--- src/rtl/mp_add_sequencer.sv ---
// ---------------------------------------------------------------------------
// mp_add_sequencer
//
// Purpose:
//   Multi-precision add controller built around one external WIDTH-bit ripple
//   adder. The controller feeds the adder and also consumes its output. It
//   latches two WIDTH*WORDS-bit operands and presents them to the adder one
//   slice per cycle, least significant slice first. Each slice's carry-out
//   becomes the next slice's carry-in. The controller assembles the full-width
//   sum, the final carry-out and the two's-complement overflow flag. This lets
//   32/64-bit additions share a single 16-bit adder.
//
// Parameters:
//   WIDTH   slice width; must match the attached adder's a/b/sum width
//   WORDS   number of slices (>= 2); operand/result width is WIDTH*WORDS
//
// Ports:
//   clk       in   clock, rising edge
//   rst_n     in   asynchronous active-low reset
//   start     in   request, sampled only while idle
//   op_a      in   operand A, captured on an accepted start
//   op_b      in   operand B, captured on an accepted start
//   cin_in    in   initial carry-in, captured on an accepted start
//   add_a     out  current slice of A to the adder (0 outside RUN)
//   add_b     out  current slice of B to the adder (0 outside RUN)
//   add_cin   out  running carry to the adder (0 outside RUN)
//   add_sum   in   slice sum from the adder
//   add_cout  in   slice carry-out from the adder
//   busy      out  high while a run is in progress or completing (RUN, DONE)
//   done      out  one-cycle pulse, result/cout/ovf valid
//   result    out  full-width sum, held until the next accepted start
//   cout      out  final carry-out, held with result
//   ovf       out  signed overflow of the full-width add, held with result
// ---------------------------------------------------------------------------
module mp_add_sequencer #(
  parameter int WIDTH = 16,
  parameter int WORDS = 4
) (
  input  logic                     clk,
  input  logic                     rst_n,
  input  logic                     start,
  input  logic [WIDTH*WORDS-1:0]   op_a,
  input  logic [WIDTH*WORDS-1:0]   op_b,
  input  logic                     cin_in,
  output logic [WIDTH-1:0]         add_a,
  output logic [WIDTH-1:0]         add_b,
  output logic                     add_cin,
  input  logic [WIDTH-1:0]         add_sum,
  input  logic                     add_cout,
  output logic                     busy,
  output logic                     done,
  output logic [WIDTH*WORDS-1:0]   result,
  output logic                     cout,
  output logic                     ovf
);

  localparam int IDX_W = (WORDS > 1) ? $clog2(WORDS) : 1;
  localparam logic [IDX_W-1:0] LAST_IDX = IDX_W'(WORDS - 1);

  typedef enum logic [1:0] {
    IDLE = 2'd0,
    RUN  = 2'd1,
    DONE = 2'd2
  } state_t;

  state_t             state;
  logic [IDX_W-1:0]   idx;
  logic               crr;
  logic [WIDTH-1:0]   a_words [WORDS];
  logic [WIDTH-1:0]   b_words [WORDS];

  // Sign bits of the latched operands, used for the overflow decision on
  // the final slice.
  logic               a_msb;
  logic               b_msb;

  assign a_msb = a_words[WORDS-1][WIDTH-1];
  assign b_msb = b_words[WORDS-1][WIDTH-1];

  // The adder is driven purely from registered state. Outside RUN it sees
  // zeros, so it stays quiescent between operations.
  always_comb begin
    add_a   = '0;
    add_b   = '0;
    add_cin = 1'b0;
    if (state == RUN) begin
      add_a   = a_words[idx];
      add_b   = b_words[idx];
      add_cin = crr;
    end
  end

  // Control FSM and datapath registers. One slice is retired per RUN cycle.
  // The last slice also produces the final carry-out and overflow. DONE lasts
  // exactly one cycle, and busy falls as the FSM re-enters IDLE.
  always_ff @(posedge clk or negedge rst_n) begin
    if (!rst_n) begin
      state  <= IDLE;
      idx    <= '0;
      crr    <= 1'b0;
      busy   <= 1'b0;
      done   <= 1'b0;
      result <= '0;
      cout   <= 1'b0;
      ovf    <= 1'b0;
      for (int w = 0; w < WORDS; w++) begin
        a_words[w] <= '0;
        b_words[w] <= '0;
      end
    end else begin
      case (state)
        IDLE: begin
          done <= 1'b0;
          if (start) begin
            for (int w = 0; w < WORDS; w++) begin
              a_words[w] <= op_a[w*WIDTH +: WIDTH];
              b_words[w] <= op_b[w*WIDTH +: WIDTH];
            end
            crr    <= cin_in;
            idx    <= '0;
            result <= '0;
            busy   <= 1'b1;
            state  <= RUN;
          end
        end

        RUN: begin
          for (int w = 0; w < WORDS; w++) begin
            if (idx == IDX_W'(w)) begin
              result[w*WIDTH +: WIDTH] <= add_sum;
            end
          end
          crr <= add_cout;
          if (idx == LAST_IDX) begin
            cout  <= add_cout;
            ovf   <= (a_msb == b_msb) && (add_sum[WIDTH-1] != a_msb);
            done  <= 1'b1;
            state <= DONE;
          end else begin
            idx <= idx + 1'b1;
          end
        end

        DONE: begin
          done  <= 1'b0;
          busy  <= 1'b0;
          idx   <= '0;
          state <= IDLE;
        end

        default: begin
          done  <= 1'b0;
          busy  <= 1'b0;
          idx   <= '0;
          state <= IDLE;
        end
      endcase
    end
  end

endmodule

--- config.mk ---
export PLATFORM = sky130hd
export DESIGN_NAME = mp_add_sequencer
export DESIGN_NICKNAME = d
export VERILOG_FILES = /design/src/rtl/mp_add_sequencer.sv
export SDC_FILE = /design/constraint.sdc
export NUM_CORES = 1
export LEC_CHECK = 0
export CAP_MARGIN = 20
export CORE_ASPECT_RATIO = 1.1
export CORE_MARGIN = 3
export CORE_UTILIZATION = 25
export CTS_CLUSTER_SIZE = 20
export DETAILED_ROUTE_END_ITERATION = 8
export DONT_BUFFER_PORTS = 1
export PLACE_DENSITY = 0.35
export SETUP_SLACK_MARGIN = 0.3
export SLEW_MARGIN = 10
export SYNTH_ARGS = -nofsm -noshare
export SYNTH_HDL_FRONTEND = slang
export SYNTH_SLANG_ARGS = --single-unit
--- constraint.sdc ---
create_clock -name clk -period 2.8 [get_ports clk]
set_input_delay 0.42 -clock clk [delete_from_list [all_inputs] [get_ports clk]]
set_output_delay 0.42 -clock clk [all_outputs]
set_load 0.01 [all_outputs]
; Yosys cells after proc, flatten, opt, wreduce, memory -nomap -nowiden
; Cells that the tools add are included.
[totals]
register_bits = 201
in_bits = 149
wordCells = 76
[op_classes]
n_addsub = 1
order_cmp = 1
n_eq_ne = 12
n_mux = 27
bitwise_logic = 2
n_reduce_logical = 14
[ops]
columns = cell, n
row1 = 2-to-1 mux 16 bit, 10
row2 = one-hot mux 64 bit (2 select lines), 1
row3 = binary-select mux 16 bit (select 2 bit), 2
row4 = 2-to-1 mux 64 bit, 1
row5 = AND reduction 2 bit, 6
row6 = AND reduction 3 bit, 4
row7 = 2-to-1 mux 2 bit, 4
row8 = "!= test 2 x 1 -> 1 bit, second input constant", 4
row9 = one-hot mux 2 bit (2 select lines), 2
row10 = 2-to-1 mux 1 bit, 5
row11 = "== test 2 x 1 -> 1 bit, second input constant", 2
row12 = "== test 2 bit, second input constant", 2
row13 = zero test 2 bit, 2
row14 = "!= test 2 bit, second input constant", 2
row15 = one-hot mux 1 bit (2 select lines), 2
row16 = "greater-or-equal comparator 3 bit, second input constant", 1
row17 = inverter 2 -> 3 bit, 1
row18 = "adder 2 x 1 -> 2 bit, second input constant", 1
row19 = nonzero test 2 bit, 1
row20 = == test 1 bit, 1
row21 = logical AND 1 bit, 1
row22 = != test 1 bit, 1
row23 = inverter 1 bit, 1

; Depth between registers and ports, before layout
[depth]
ltp_word = 5
depth_mapped = 8

; Least setup slack after synthesis
; OpenSTA, ideal clock, no wires.
[synth_timing]
path_kind = register to register
startpoint = register idx[1]
endpoint = register result[22]
arrival_time_ps = 1899
required_time_ps = 2675
slack_ps = 776
path_stages_with_launch = 9
path_buffers = 3
period_less_slack_ps = 2024
cell_sequence = dfrtp_1 clkbuf_1 clkbuf_1 inv_1 ha_1 nand2_1 a21oi_2 buf_4 mux2_2
[synth_via]
elab_chain_cells = 3
[synth_rtl]
columns = item, line_no
row1 = start: declaration, 67  ; logic [IDX_W-1:0] idx;
row2 = start signal: assignment, 140  ; idx <= idx + 1'b1;
row3 = == test 2 x 1 -> 1 bit, 129  ; if (idx == IDX_W'(w)) begin
row4 = != test 2 x 1 -> 1 bit (no line), -
row5 = AND reduction 3 bit (no line), -
row6 = end signal: indexed assignment, 130  ; result[w*WIDTH +: WIDTH] <= add_sum;
row7 = end: declaration, 52  ; output logic [WIDTH*WORDS-1:0] result,
; No other way between the ends.
; A chain may end at the register's enable or synchronous reset.

; Worst setup path in the final report
[layout_timing]
startpoint = register idx[0]
endpoint = output port add_a[12]
[layout_via]
elab_chain_cells = 5
[layout_rtl]
columns = item, line_no
row1 = inverter 2 -> 3 bit (implied by the code), 87  ; add_a = a_words[idx];
row2 = binary-select mux 16 bit (select 2 bit), 87
row3 = 2-to-1 mux 16 bit (implied by the code) (2 in a row), 87
row4 = 2-to-1 mux 16 bit, 86  ; if (state == RUN) begin
row5 = end: declaration, 45  ; output logic [WIDTH-1:0] add_a,
; No other way between the ends. The select of a mux whose other input is x is not followed.

==> results.py <==
metrics = {
    "outcome": {
        "status": "finished, violations left",
        "violations": "hold timing",
    },
    "grt": {
        "track_usage": 0.1227,
        "gr-total-overflow": 0,
        "antenna_found_initial": 1,
        "grt_pass1_vias": 5938,
        "grt_pass1_wl_um": 36890,
        "grt_max_degree": 202,
    },
    "logic_synthesis": {
        "synth_warnings": 0,
        "synth_compound_area_frac": 0.01077,
        "synth.area.top_cells": "dfrtp_1 56%, mux2_4 15%, mux2_2 13%",
        "synth_nets": 703,
        "synth-main-ff-cell": "dfrtp_1",
        "synthMuxAreaShare": 0.3560,
        "ys_ff_latch": 201,
        "yosys.area_share.simple": 0.04531,
        "postSynthAreaPerCell_um2": 16.47,
        "seq_area_frac_synth": 0.5553,
        "syn_inst": 550,
        "synth_top_area_frac": 0.5553,
        "synthArstFlopShare": 1.000,
        "synth_fa_ha_area_frac": 0.005526,
        "synth_xor_area_frac": 0,
        "synth_edf_count": 0,
        "synth_top_family_by_area": "multiplexers",
        "yosysTopAreaCell": "dfrtp_1",
        "yosysUniqueCellTypes": 24,
        "syn-cell-area_um2": 9057,
    },
    "worst_setup_path": {
        "rr_endpoint": "crr",
        "crit_start": "idx[0]",
        "critical_path.endpoint_type": "output pin",
        "crit_end": "add_a[12]",
        "timing.rr.start": "state[1]",
        "worstPathRequired_ns": 2.38,
        "r2r_slack_ns": 0.39,
        "start_kind": "flop",
        "r2r_cells": 4,
        "cp.arrival_ns": 2.00,
        "critPathMaxFanout": 11,
        "path_class": "reg -> out",
    },
    "clock_network": {
        "ctsHoldBuffers": 113,
        "clock_sinks": 201,
        "cts_tree": "built",
        "cts-root-buf": "clkbuf_16",
        "path_clk_slew_ns": 0.06,
        "cts_buffer_depth": 3,
        "cts_inserted_buffers": 26,
        "cts_max_level": 1,
        "clk_latency_ns": 0.54,
    },
    "floorplan": {
        "start_util": 0.2552,
        "die_x_um": 187.5,
        "io_pins": 250,
        "die_area_um2": 38550,
        "dieHeight_um": 205.6,
        "rows": 72,
        "coreArea_um2": 35490,
    },
    "route": {
        "routed_wl_um": 24150,
        "wl_per_cell_um": 20.52,
        "ant_nets": 0,
        "via_per_inst": 4.350,
        "num_vias": 5120,
        "drtPass1Iterations": 4,
        "drt_iter0_drc": 170,
        "post-route-drc-count": 0,
    },
    "sta": {
        "setup_ws_ns": 0.3750,
        "max_freq_mhz": 412.4,
        "skew_ns": 0.01874,
        "min_period_ns": 2.425,
        "hold_viol": 201,
        "grt_setup_unrepaired": "yes",
        "whs_ns": -0.4325,
        "drv_slew": 0,
        "maxSlewHeadroom": 0.6638,
        "fin_crit_sh": 0.8661,
        "setup_viol": 0,
        "timing_worst_slew_pin_value_ns": 0.5042,
        "setup_tns_ns": 0,
    },
    "hold_path": {
        "hold_path_class": "in -> async",
    },
    "pwr": {
        "p_leak_nw": 5.160,
        "ir_drop_mv": 0.5145,
        "power.total_mw": 14.20,
        "power_per_cell_area_nw_per_um2": 1216,
    },
    "cells_and_area": {
        "layout.nets": 828,
        "drive_above_1_share": 0.4230,
        "area_growth_pct": 28.91,
    },
    "placed_design": {
        "dp_hpwl_um": 15710,
        "place_ws_ns": 0.7605,
        "port_buffers": 0,
        "gp_congestion": 0.7268,
    },
    "job": {
        "cap_violations": 0,
    },
}
## sequential cells by signal, indices dropped and copies added (netlist names)
register,flops
result,64
a_words,63
b_words,63
idx,2
state,2
a_msb,1
b_msb,1
busy,1
cout,1
crr,1
done,1
ovf,1
## how the worst min path moves through the flow
stage,start,endpoint,slack [ns],cells past startpoint
6_report,rst_n,result[57],-0.43,0
2_1_floorplan,rst_n,a_msb,0.12,0
5_1_grt,rst_n,result[57],-0.47,0
3_5_place_dp,rst_n,result[9],0.14,0
4_1_cts,rst_n,result[57],-0.47,0
3_3_place_gp,rst_n,result[9],0.13,0
## stage by stage
step	hold WS, ns	area [µm²]	instances	util
3_3_place_gp	0.1323	9613	1011	0.2708
3_5_place_dp	0.1354	9613	1011	0.2708
2_1_floorplan	0.1244	9057	550	-
6_report	-0.4325	11680	1177	0.3290
4_1_cts	-0.4675	11610	1172	0.3271
5_1_grt	-0.4714	11680	1177	0.3290
## report_power, final
part / switching, mW / internal (mW)
Clock: 1.31 / 2.03
Sequential: 1.15 / 4.33
Combinational: 2.12 / 3.26
## metal layers
| layer | track usage | routed length, µm |
|---|---|---|
| met2 | 0.2060 | 11990 |
| met5 | 0 | 0 |
| met4 | 0.03216 | 570 |
| met3 | 0.03919 | 1681 |
| met1 | 0.1537 | 9909 |
## layout make-up
cell class	instances	area [µm²]
Sequential cell	201	5035
Inverter	3	11.26
Multi-Input combinational cell	311	3792
Antenna cell	1	2.502
Timing Repair Buffer	132	1370
Tap cell	481	601.8
Fill cell	3537	23820
Clock buffer	37	742.0
Clock inverter	11	121.4
## synthesized netlist by cell type, types with 2 or more instances
cell / n
mux4_2: 32
buf_4: 3
nand3b_1: 2
clkbuf_1: 9
mux2_2: 105
inv_1: 3
buf_6: 10
dfrtp_1: 201
buf_2: 13
nor2_1: 5
and2_1: 51
mux2_4: 88
a21oi_2: 3
ha_1: 4
o21ai_0: 4
nand2_1: 4
a21oi_1: 5
nand2b_1: 2
## worst max-delay path: stages (launching register included)
cell and delay (ns):
dfrtp_2 0.48, clkbuf_16 0.24, mux4_2 0.50, and2_1 0.23
## what timing repair did
item | CTS | global route
buffers inserted | 0 | 3
hold endpoints to repair | 313 | 201
resized for setup | 1 | 4
endpoints found under the setup margin | 11 | 32
gates cloned | 0 | 1
## placed cells by master, fill, tap and decap left out, types with 2 or more instances in the layout
cell type,synthesis,final
clkinvlp_4,0,2
nand2b_1,2,2
clkinv_2,0,6
nand2_1,4,4
dfrtp_1,201,199
ha_1,4,4
clkbuf_8,0,5
clkbuf_1,9,6
bufinv_16,0,2
clkbuf_16,0,27
and2_1,51,51
buf_12,0,6
nand3b_1,2,2
inv_1,3,3
nor2_1,5,5
dlygate4sd3_1,0,113
buf_4,3,11
mux4_2,32,32
mux2_4,88,88
o21ai_0,4,4
a21oi_1,5,5
mux2_2,105,105
a21oi_2,3,3
## cell families after synthesis
| kind of cell | count (synthesis) |
|---|---|
| AND/OR/NAND/NOR | 68 |
| adder cells (fa/ha/maj) | 4 |
| flip-flops | 201 |
| multiplexers | 225 |
| buffers and inverters | 38 |
| AO/OA/AOI/OAI | 14 |
(Power assumes the default switching activity.)
